File: src/rtl/part3_mult.sv
// part3_mult: sequential shift-add unsigned multiplier with a Go/ResultValid handshake.
// A Go request loads the operands. The unit then runs one add-and-shift step per
// clock and holds the 2N-bit product in DONE until Go is released.
// Optional feature macro: MULT_EARLY_TERM_EN. When it is defined, the unit leaves
// ADD_SHIFT as soon as the remaining multiplier bits are all zero.
module part3_mult #(
  parameter int N = 4
) (
  input  logic           Clock,
  input  logic           Resetn,
  input  logic           Go,
  input  logic [N-1:0]   Multiplicand,
  input  logic [N-1:0]   Multiplier,
  output logic [2*N-1:0] Product,
  output logic           ResultValid
);

  localparam int CW = $clog2(N) + 1;
  localparam logic [CW-1:0] LAST_COUNT = CW'(N - 1);

  typedef enum logic [1:0] {
    IDLE      = 2'b00,
    LOAD      = 2'b01,
    ADD_SHIFT = 2'b10,
    DONE      = 2'b11
  } state_t;

  state_t          state_q, state_d;
  logic [2*N-1:0]  p_q, p_d;
  logic [2*N-1:0]  mc_q, mc_d;
  logic [N-1:0]    mq_q, mq_d;
  logic [CW-1:0]   count_q, count_d;
  logic            last_step;

`ifdef MULT_EARLY_TERM_EN
  // Stop after the step that shifts the last set multiplier bit out.
  // Any further steps would only add zero to the product.
  assign last_step = (count_q == LAST_COUNT) || (mq_q[N-1:1] == '0);
`else
  // Run exactly N steps, whatever the operands are.
  assign last_step = (count_q == LAST_COUNT);
`endif

  // Next-state logic and datapath updates. Registers hold unless a state below changes them.
  always_comb begin
    state_d = state_q;
    p_d     = p_q;
    mc_d    = mc_q;
    mq_d    = mq_q;
    count_d = count_q;
    unique case (state_q)
      IDLE: begin
        if (Go) state_d = LOAD;
      end
      LOAD: begin
        p_d     = '0;
        mc_d    = {{N{1'b0}}, Multiplicand};
        mq_d    = Multiplier;
        count_d = '0;
        state_d = ADD_SHIFT;
      end
      ADD_SHIFT: begin
        p_d     = p_q + (mq_q[0] ? mc_q : '0);
        mc_d    = mc_q << 1;
        mq_d    = mq_q >> 1;
        count_d = count_q + 1'b1;
        if (last_step) state_d = DONE;
      end
      DONE: begin
        if (!Go) state_d = IDLE;
      end
      default: state_d = IDLE;
    endcase
  end

  // State and datapath registers. An active-low synchronous reset discards any partial result.
  always_ff @(posedge Clock) begin
    if (!Resetn) begin
      state_q <= IDLE;
      p_q     <= '0;
      mc_q    <= '0;
      mq_q    <= '0;
      count_q <= '0;
    end else begin
      state_q <= state_d;
      p_q     <= p_d;
      mc_q    <= mc_d;
      mq_q    <= mq_d;
      count_q <= count_d;
    end
  end

  // Outputs decode registered state only. Product reads zero outside DONE.
  assign ResultValid = (state_q == DONE);
  assign Product     = (state_q == DONE) ? p_q : '0;

endmodule

File: config.mk
export PLATFORM = sky130hd
export DESIGN_NAME = part3_mult
export DESIGN_NICKNAME = d
export VERILOG_FILES = /design/src/rtl/part3_mult.sv
export SDC_FILE = /design/constraint.sdc
export NUM_CORES = 1
export LEC_CHECK = 0
export CAP_MARGIN = 40
export CELL_PAD_IN_SITES_DETAIL_PLACEMENT = 0
export CELL_PAD_IN_SITES_GLOBAL_PLACEMENT = 1
export CORE_MARGIN = 1.5
export CORE_UTILIZATION = 40
export CTS_CLUSTER_DIAMETER = 80
export DETAILED_ROUTE_END_ITERATION = 8
export DONT_BUFFER_PORTS = 1
export PLACE_DENSITY = 0.66
export SETUP_SLACK_MARGIN = 0.02
export SLEW_MARGIN = 20
export SYNTH_ARGS = -nofsm -noshare
export SYNTH_HDL_FRONTEND = slang
export SYNTH_SLANG_ARGS = --single-unit
File: constraint.sdc
create_clock -name Clock -period 2.6 [get_ports Clock]
set_input_delay 0.65 -clock Clock [delete_from_list [all_inputs] [get_ports Clock]]
set_output_delay 0.65 -clock Clock [all_outputs]
set_load 0.05 [all_outputs]
==> results of run 1 <==
-- layout by cell type, fill, tap and decap left out, types with 3 or more instances in the layout --
cell	synthesis	layout
o21bai_1	3	3
a211oi_1	8	8
ha_1	13	13
a21oi_1	8	8
inv_1	7	7
buf_4	0	12
clkbuf_8	0	3
dfxtp_1	25	25
a311o_1	3	3
nor2_1	13	13
nand2_1	17	17
and2_1	16	16
nand3_1	8	8
mux2i_1	9	9
a21boi_0	7	7
-- worst max-delay path, cell delays in order (launching register included) --
cell and delay, ns:
dfxtp_1 0.37, and2_1 0.16, ha_1 0.24, fa_1 0.45
a211oi_1 0.34, o21bai_1 0.14, a2111oi_0 0.44, a311o_1 0.17
-- stage by stage --
stage / hold WS [ns] / cell area (sq um) / total power (W)
after floorplan: 0.4411 / 1508 / 0.0009576
after global placement: 0.4536 / 1623 / 0.001101
after detailed placement: 0.4730 / 1623 / 0.001122
after CTS: 0.4876 / 1669 / 0.001365
after global routing: 0.4831 / 1669 / 0.001472
final: 0.4868 / 1669 / 0.001350
-- state kept, by name (all words and copies together) (netlist names) --
| register | cells |
|---|---|
| p_q | 8 |
| mc_q | 8 |
| count_q | 3 |
| state_q | 2 |
| mq_q | 4 |
-- cell families after synthesis --
kind of cell    after synthesis  share of synthesized area, %
buf+inv                      16                         4.066
flops                        25                         33.20
xor+xnor                      1                        0.5810
compound gates               45                         23.49
mux                           9                         5.975
fa+ha+maj                    14                         12.12
simple gates                 62                         20.58
-- metal layers --
metal / GRT usage, % / vias up / wire (um)
li1: - / 630 / -
met1: 21.71 / 610 / 1556
met2: 31.25 / 22 / 1627
met3: 2.289 / 7 / 82
met4: 8.245 / 0 / 70
met5: 0 / - / 0
-- final cells by class --
cell class | count | area [sq um]
Clock buffer | 3 | 41.29
Timing Repair Buffer | 12 | 90.09
Multi-Input combinational cell | 131 | 945.9
Tap cell | 48 | 60.06
Fill cell | 379 | 1964
Sequential cell | 25 | 500.5
Clock inverter | 1 | 5.005
Inverter | 7 | 26.28
-- path summary, 6_finish.rpt --
check | start | end | slack (ns) | cells past startpoint
setup reg to reg | mq_q[0]$_SDFFE_PN0P_ | p_q[6]$_SDFFE_PN0P_ | 0.24 | 7
hold reg to reg | mc_q[4]$_SDFFE_PN0P_ | mc_q[4]$_SDFFE_PN0P_ | 0.49 | 2
setup / recovery | mq_q[0]$_SDFFE_PN0P_ | p_q[6]$_SDFFE_PN0P_ | 0.24 | 7
hold / removal | mc_q[4]$_SDFFE_PN0P_ | mc_q[4]$_SDFFE_PN0P_ | 0.49 | 2
-- power groups by stage --
stage                     combinational, W  clock (W)  sequential [W]
after floorplan                   0.000465          0        0.000492
after global placement            0.000597          0        0.000504
after detailed placement          0.000614          0        0.000508
after CTS                         0.000614   0.000252        0.000499
after global routing              0.000689   0.000274        0.000509
final                             0.000609   0.000243        0.000498
==> run_results.csv, run 1 <==
group,metric,value,unit
clock_network,cts_made_buffers,3,
route,first_pass_iters,4,
sta,max_freq,423.0,MHz
place,dpl.hpwl,2425,um
sta,setup_slack,0.2360,ns
cells_and_area,areaGrowthSynthToFinish,10.71,%
grt,grt_max_degree,23,
sta,rsz0062_at_grt,"no",
grt,grt_pass1_vias,1272,
clock_network,cts_tree,"yes",
floorplanning,io_pins,20,
route,drt-initial-drc-count,48,
clock_network,h-tree-depth,1,
power_and_ir_drop,seqPwrFrac,36.9,%
grt,grt_pass1_wl,5747,um
floorplanning,die_area,4147,sq um
place,io_buffers,0,
logic_synthesis,netlist.area_leader.share,33.20,%
sta,worstMarginPinSlew,0.4672,ns
route,drt_drc_violations_left,0,
cells_and_area,fin_util,45.94,%
worst_hold_path,hold_class,"flop to flop",
power_and_ir_drop,p_clk_share,18.0,%
sta,final.setup.tns,0,ns
clock_network,cts_buffer_depth,2,
sta,min_period,2.364,ns
setup_path,startpoint_type,"flop",
floorplanning,start_util,41.49,%
logic_synthesis,synthDistinctLibCells,35,
route,wl,3336,um
power_and_ir_drop,p_switching,0.0005867,W
setup_path,cp-end-kind,"flop",
floorplanning,design.core.area,3633,sq um
logic_synthesis,synthTopCellsByArea,"dfxtp_1 33%, ha_1 11%, and2_1 6.6%",
grt,grt_usage,17.88,%
floorplanning,rows,22,
power_and_ir_drop,vdd_drop_max,0.4834,mV
setup_path,cp_max_fo,9,
logic_synthesis,yosysWarnings,0,
power_and_ir_drop,pwr-share-comb,45.1,%
cells_and_area,layout-drive-gt1-share,11.73,%
place,dp_cells,223,
sta,fin_crit_sh,90.92,%
route,final_antenna_net_count,0,
sta,drv_slew,0,
place,dp_worst_setup_slack,0.3086,ns
clock_network,cts_root_buf,"clkbuf_8",
route,vias_per_cell,5.590,
status,outcome,"complete, no violations",
route,drt-wirelength-per-cell,14.70,um
floorplanning,die_width,64.40,um
clock_network,numClockSinks,25,
cells_and_area,antenna_cells,0,
grt,antenna_found_initial,0,
sta,maxSlewHeadroom,68.82,%
setup_path,critical_path_required,2.83,ns
cells_and_area,nets,205,
power_and_ir_drop,p_sw_share,43.47,%
logic_synthesis,syn-cell-area,1508,sq um
logic_synthesis,yosysMostFrequentCell,"dfxtp_1",
sta,hold_viol_final,0,
clock_network,hold_buffers,0,
logic_synthesis,syn-mean-instance-area,8.766,sq um
logic_synthesis,ys_ff_latch,25,
setup_path,path_class,"flop to flop",
cells_and_area,finalNonFillerCells,227,
sta,setup_viol_count_final,0,
logic_synthesis,async_flop_share,0,%
logic_synthesis,synth_area_leader_cell,"dfxtp_1",
power_and_ir_drop,p_leak,0.6759,nW
clock_network,cts_post_setup_buffers_inserted,0,
clock_network,cts.clk_slew.worst_paths,0.09,ns
clock_network,clkLatencyLatePin,0.28,ns
logic_synthesis,synth_flop_cell,"dfxtp_1",
logic_synthesis,netlist_instances,172,
power_and_ir_drop,p_int,0.0007629,W
clock_network,cts_resized,0,
sta,fin_skew,0.003752,ns
floorplanning,fp.dieH,64.40,um
grt,grt_remaining_overflow,0,
logic_synthesis,synthTopCellsByCount,"25 x dfxtp_1, 17 x nand2_1, 16 x and2_1, 13 x ha_1, 13 x nor2_1",
logic_synthesis,synth_edf_count,0,
logic_synthesis,synth-seq-area-share,33.20,%
setup_path,critical_path_arrival,2.59,ns
place,gp_congestion,0.8363,
logic_synthesis,syn_nets,197,
power_and_ir_drop,p_per_area,808.6,nW/um^2
route,vias,1269,
flow_run,cap_violations,0,
Power figures use the tool's default switching activity.
==> run 2: changes to the inputs <==
--- a/config.mk
+++ b/config.mk
@@ -8,11 +8,13 @@
 export CAP_MARGIN = 40
 export CELL_PAD_IN_SITES_DETAIL_PLACEMENT = 0
 export CELL_PAD_IN_SITES_GLOBAL_PLACEMENT = 1
+export CORE_ASPECT_RATIO = 0.7
 export CORE_MARGIN = 1.5
 export CORE_UTILIZATION = 40
 export CTS_CLUSTER_DIAMETER = 80
 export DETAILED_ROUTE_END_ITERATION = 8
 export DONT_BUFFER_PORTS = 1
+export GPL_ROUTABILITY_DRIVEN = 1
 export PLACE_DENSITY = 0.66
 export SETUP_SLACK_MARGIN = 0.02
 export SLEW_MARGIN = 20
==> constraint.sdc (replaced) <==
create_clock -name Clock -period 2.6 [get_ports Clock]
set_input_delay 0.52 -clock Clock [delete_from_list [all_inputs] [get_ports Clock]]
set_output_delay 0.52 -clock Clock [all_outputs]
set_load 0.05 [all_outputs]
==> run_results.csv, run 2 (same netlist as run 1, synthesis figures left out) <==
group,metric,value,unit
floorplanning,fp.dieH,54.37,um
route,routed.top_layer,"met3",
floorplanning,die_width,76.38,um
floorplanning,rows,18,
clock_network,hold_buffers,0,
grt,grt_max_degree,23,
power_and_ir_drop,p_per_area,831.9,nW/um^2
route,wl,3183,um
grt,grt_remaining_overflow,0,
power_and_ir_drop,p_leak,0.6328,nW
route,drt-wirelength-per-cell,14.40,um
setup_path,critical_path_required,2.76,ns
cells_and_area,nets,197,
clock_network,clkLatencyLatePin,0.27,ns
clock_network,cts_made_buffers,3,
worst_hold_path,hold_class,"input pin to flop",
sta,final.setup.tns,0,ns
place,io_buffers,0,
floorplanning,start_util,42.37,%
flow_run,cap_violations,0,
sta,setup_slack,0.2383,ns
place,gp_congestion,0.8486,
setup_path,cp_max_fo,9,
setup_path,path_class,"flop to flop",
cells_and_area,areaGrowthSynthToFinish,7.220,%
sta,maxSlewHeadroom,66.76,%
sta,setup_viol_count_final,0,
setup_path,startpoint_type,"flop",
route,drt_drc_violations_left,0,
clock_network,h-tree-depth,1,
cells_and_area,final_cell_mix,"25 x dfxtp_1, 17 x nand2_1, 16 x and2_1",
grt,antenna_found_initial,0,
sta,worstMarginPinSlew,0.5021,ns
setup_path,worstRegToRegCells,8,
cells_and_area,layout-drive-gt1-share,7.602,%
clock_network,numClockSinks,25,
route,vias_per_cell,5.434,
cells_and_area,fin_util,45.43,%
route,wl_met2,1365,um
sta,min_period,2.362,ns
place,dp_worst_setup_slack,0.2758,ns
route,dr_wl_met3,142,um
cells_and_area,final_common_cell,"dfxtp_1",
sta,hold-worst-slack,0.3765,ns
route,first_pass_iters,4,
sta,fin_crit_sh,90.83,%
clock_network,cts.clk_slew.worst_paths,0.10,ns
floorplanning,design.core.area,3558,sq um
place,dpl.hpwl,2357,um
clock_network,cts_root_buf,"clkbuf_8",
cells_and_area,largestRegisters,"mc_q: 8 flops, p_q: 8 flops, mq_q: 4 flops",
place,place_area,1565,sq um
route,wl_met1,1675,um
clock_network,cts_tree,"yes",
floorplanning,die_area,4152,sq um
clock_network,cts_post_setup_buffers_inserted,0,
power_and_ir_drop,vdd_drop_max,0.5197,mV
cells_and_area,final_area,1617,sq um
route,final_antenna_net_count,0,
route,drt-initial-drc-count,28,
sta,fin_skew,0.007183,ns
setup_path,critical_path_arrival,2.52,ns
floorplanning,io_pins,20,
grt,grt_pass1_vias,1181,
clock_network,cts_buffer_depth,2,
status,outcome,"complete, no violations",
sta,hold_viol_final,0,
route,vias,1201,
cells_and_area,antenna_cells,0,
grt,grt_pass1_wl,5520,um
sta,drv_slew,0,
sta,rsz0062_at_grt,"no",
grt,grt_usage,16.84,%
sta,max_freq,423.4,MHz
setup_path,cp-end-kind,"flop",
clock_network,cts_resized,0,
worst_hold_path,hold_depth,1,
## run 2: cell types whose count changed in the layout (fill, tap and decap cells not counted), sizes merged
cell,delta
inv,+1
clkinv,-1
buf,-8
## run 2: cell type report
cell class                 count  area (sq um)
clock buffer                   3         41.29
tap                           50         62.56
clock inverter                 1         8.758
multi-input combinational    131         947.2
sequential                    25         500.5
inverter                       7         26.28
fill                         374          1942
timing repair buffer           4         30.03
## run 2: worst paths after layout
kind | slack (ns) | start | to
worst max-delay path | 0.24 | mq_q[0]$_SDFFE_PN0P_ | p_q[6]$_SDFFE_PN0P_
worst min-delay path | 0.38 | Resetn | p_q[2]$_SDFFE_PN0P_
worst max register to register | 0.24 | mq_q[0]$_SDFFE_PN0P_ | p_q[6]$_SDFFE_PN0P_
worst min register to register | 0.48 | count_q[1]$_SDFFE_PN0P_ | count_q[1]$_SDFFE_PN0P_
## run 2: worst max-delay path, cell delays in order (launching register included)
cell,delay (ns)
dfxtp_1,0.39
and2_1,0.17
ha_1,0.24
fa_1,0.45
a211oi_1,0.31
o21bai_1,0.15
a21oi_1,0.16
nor4b_1,0.06
a311o_1,0.32
## run 2: power breakdown
group          total, W  switching (W)  internal [W]
registers      0.000498      0.0000492      0.000449
logic          0.000602       0.000397      0.000205
clock network  0.000244       0.000132      0.000112
total           0.00134       0.000579      0.000766
## run 2: routing by layer
layer	up-vias	GRT usage, %
li1	616	-
met2	24	29.91
met3	0	4.333
met1	561	21.66
met5	-	0
met4	0	2.160
## run 2: metrics by stage
step,total power (W),instances
6_report,0.001345,221
4_1_cts,0.001368,221
2_1_floorplan,0.0009576,172
3_3_place_gp,0.001108,217
5_1_grt,0.001463,221
3_5_place_dp,0.001120,217
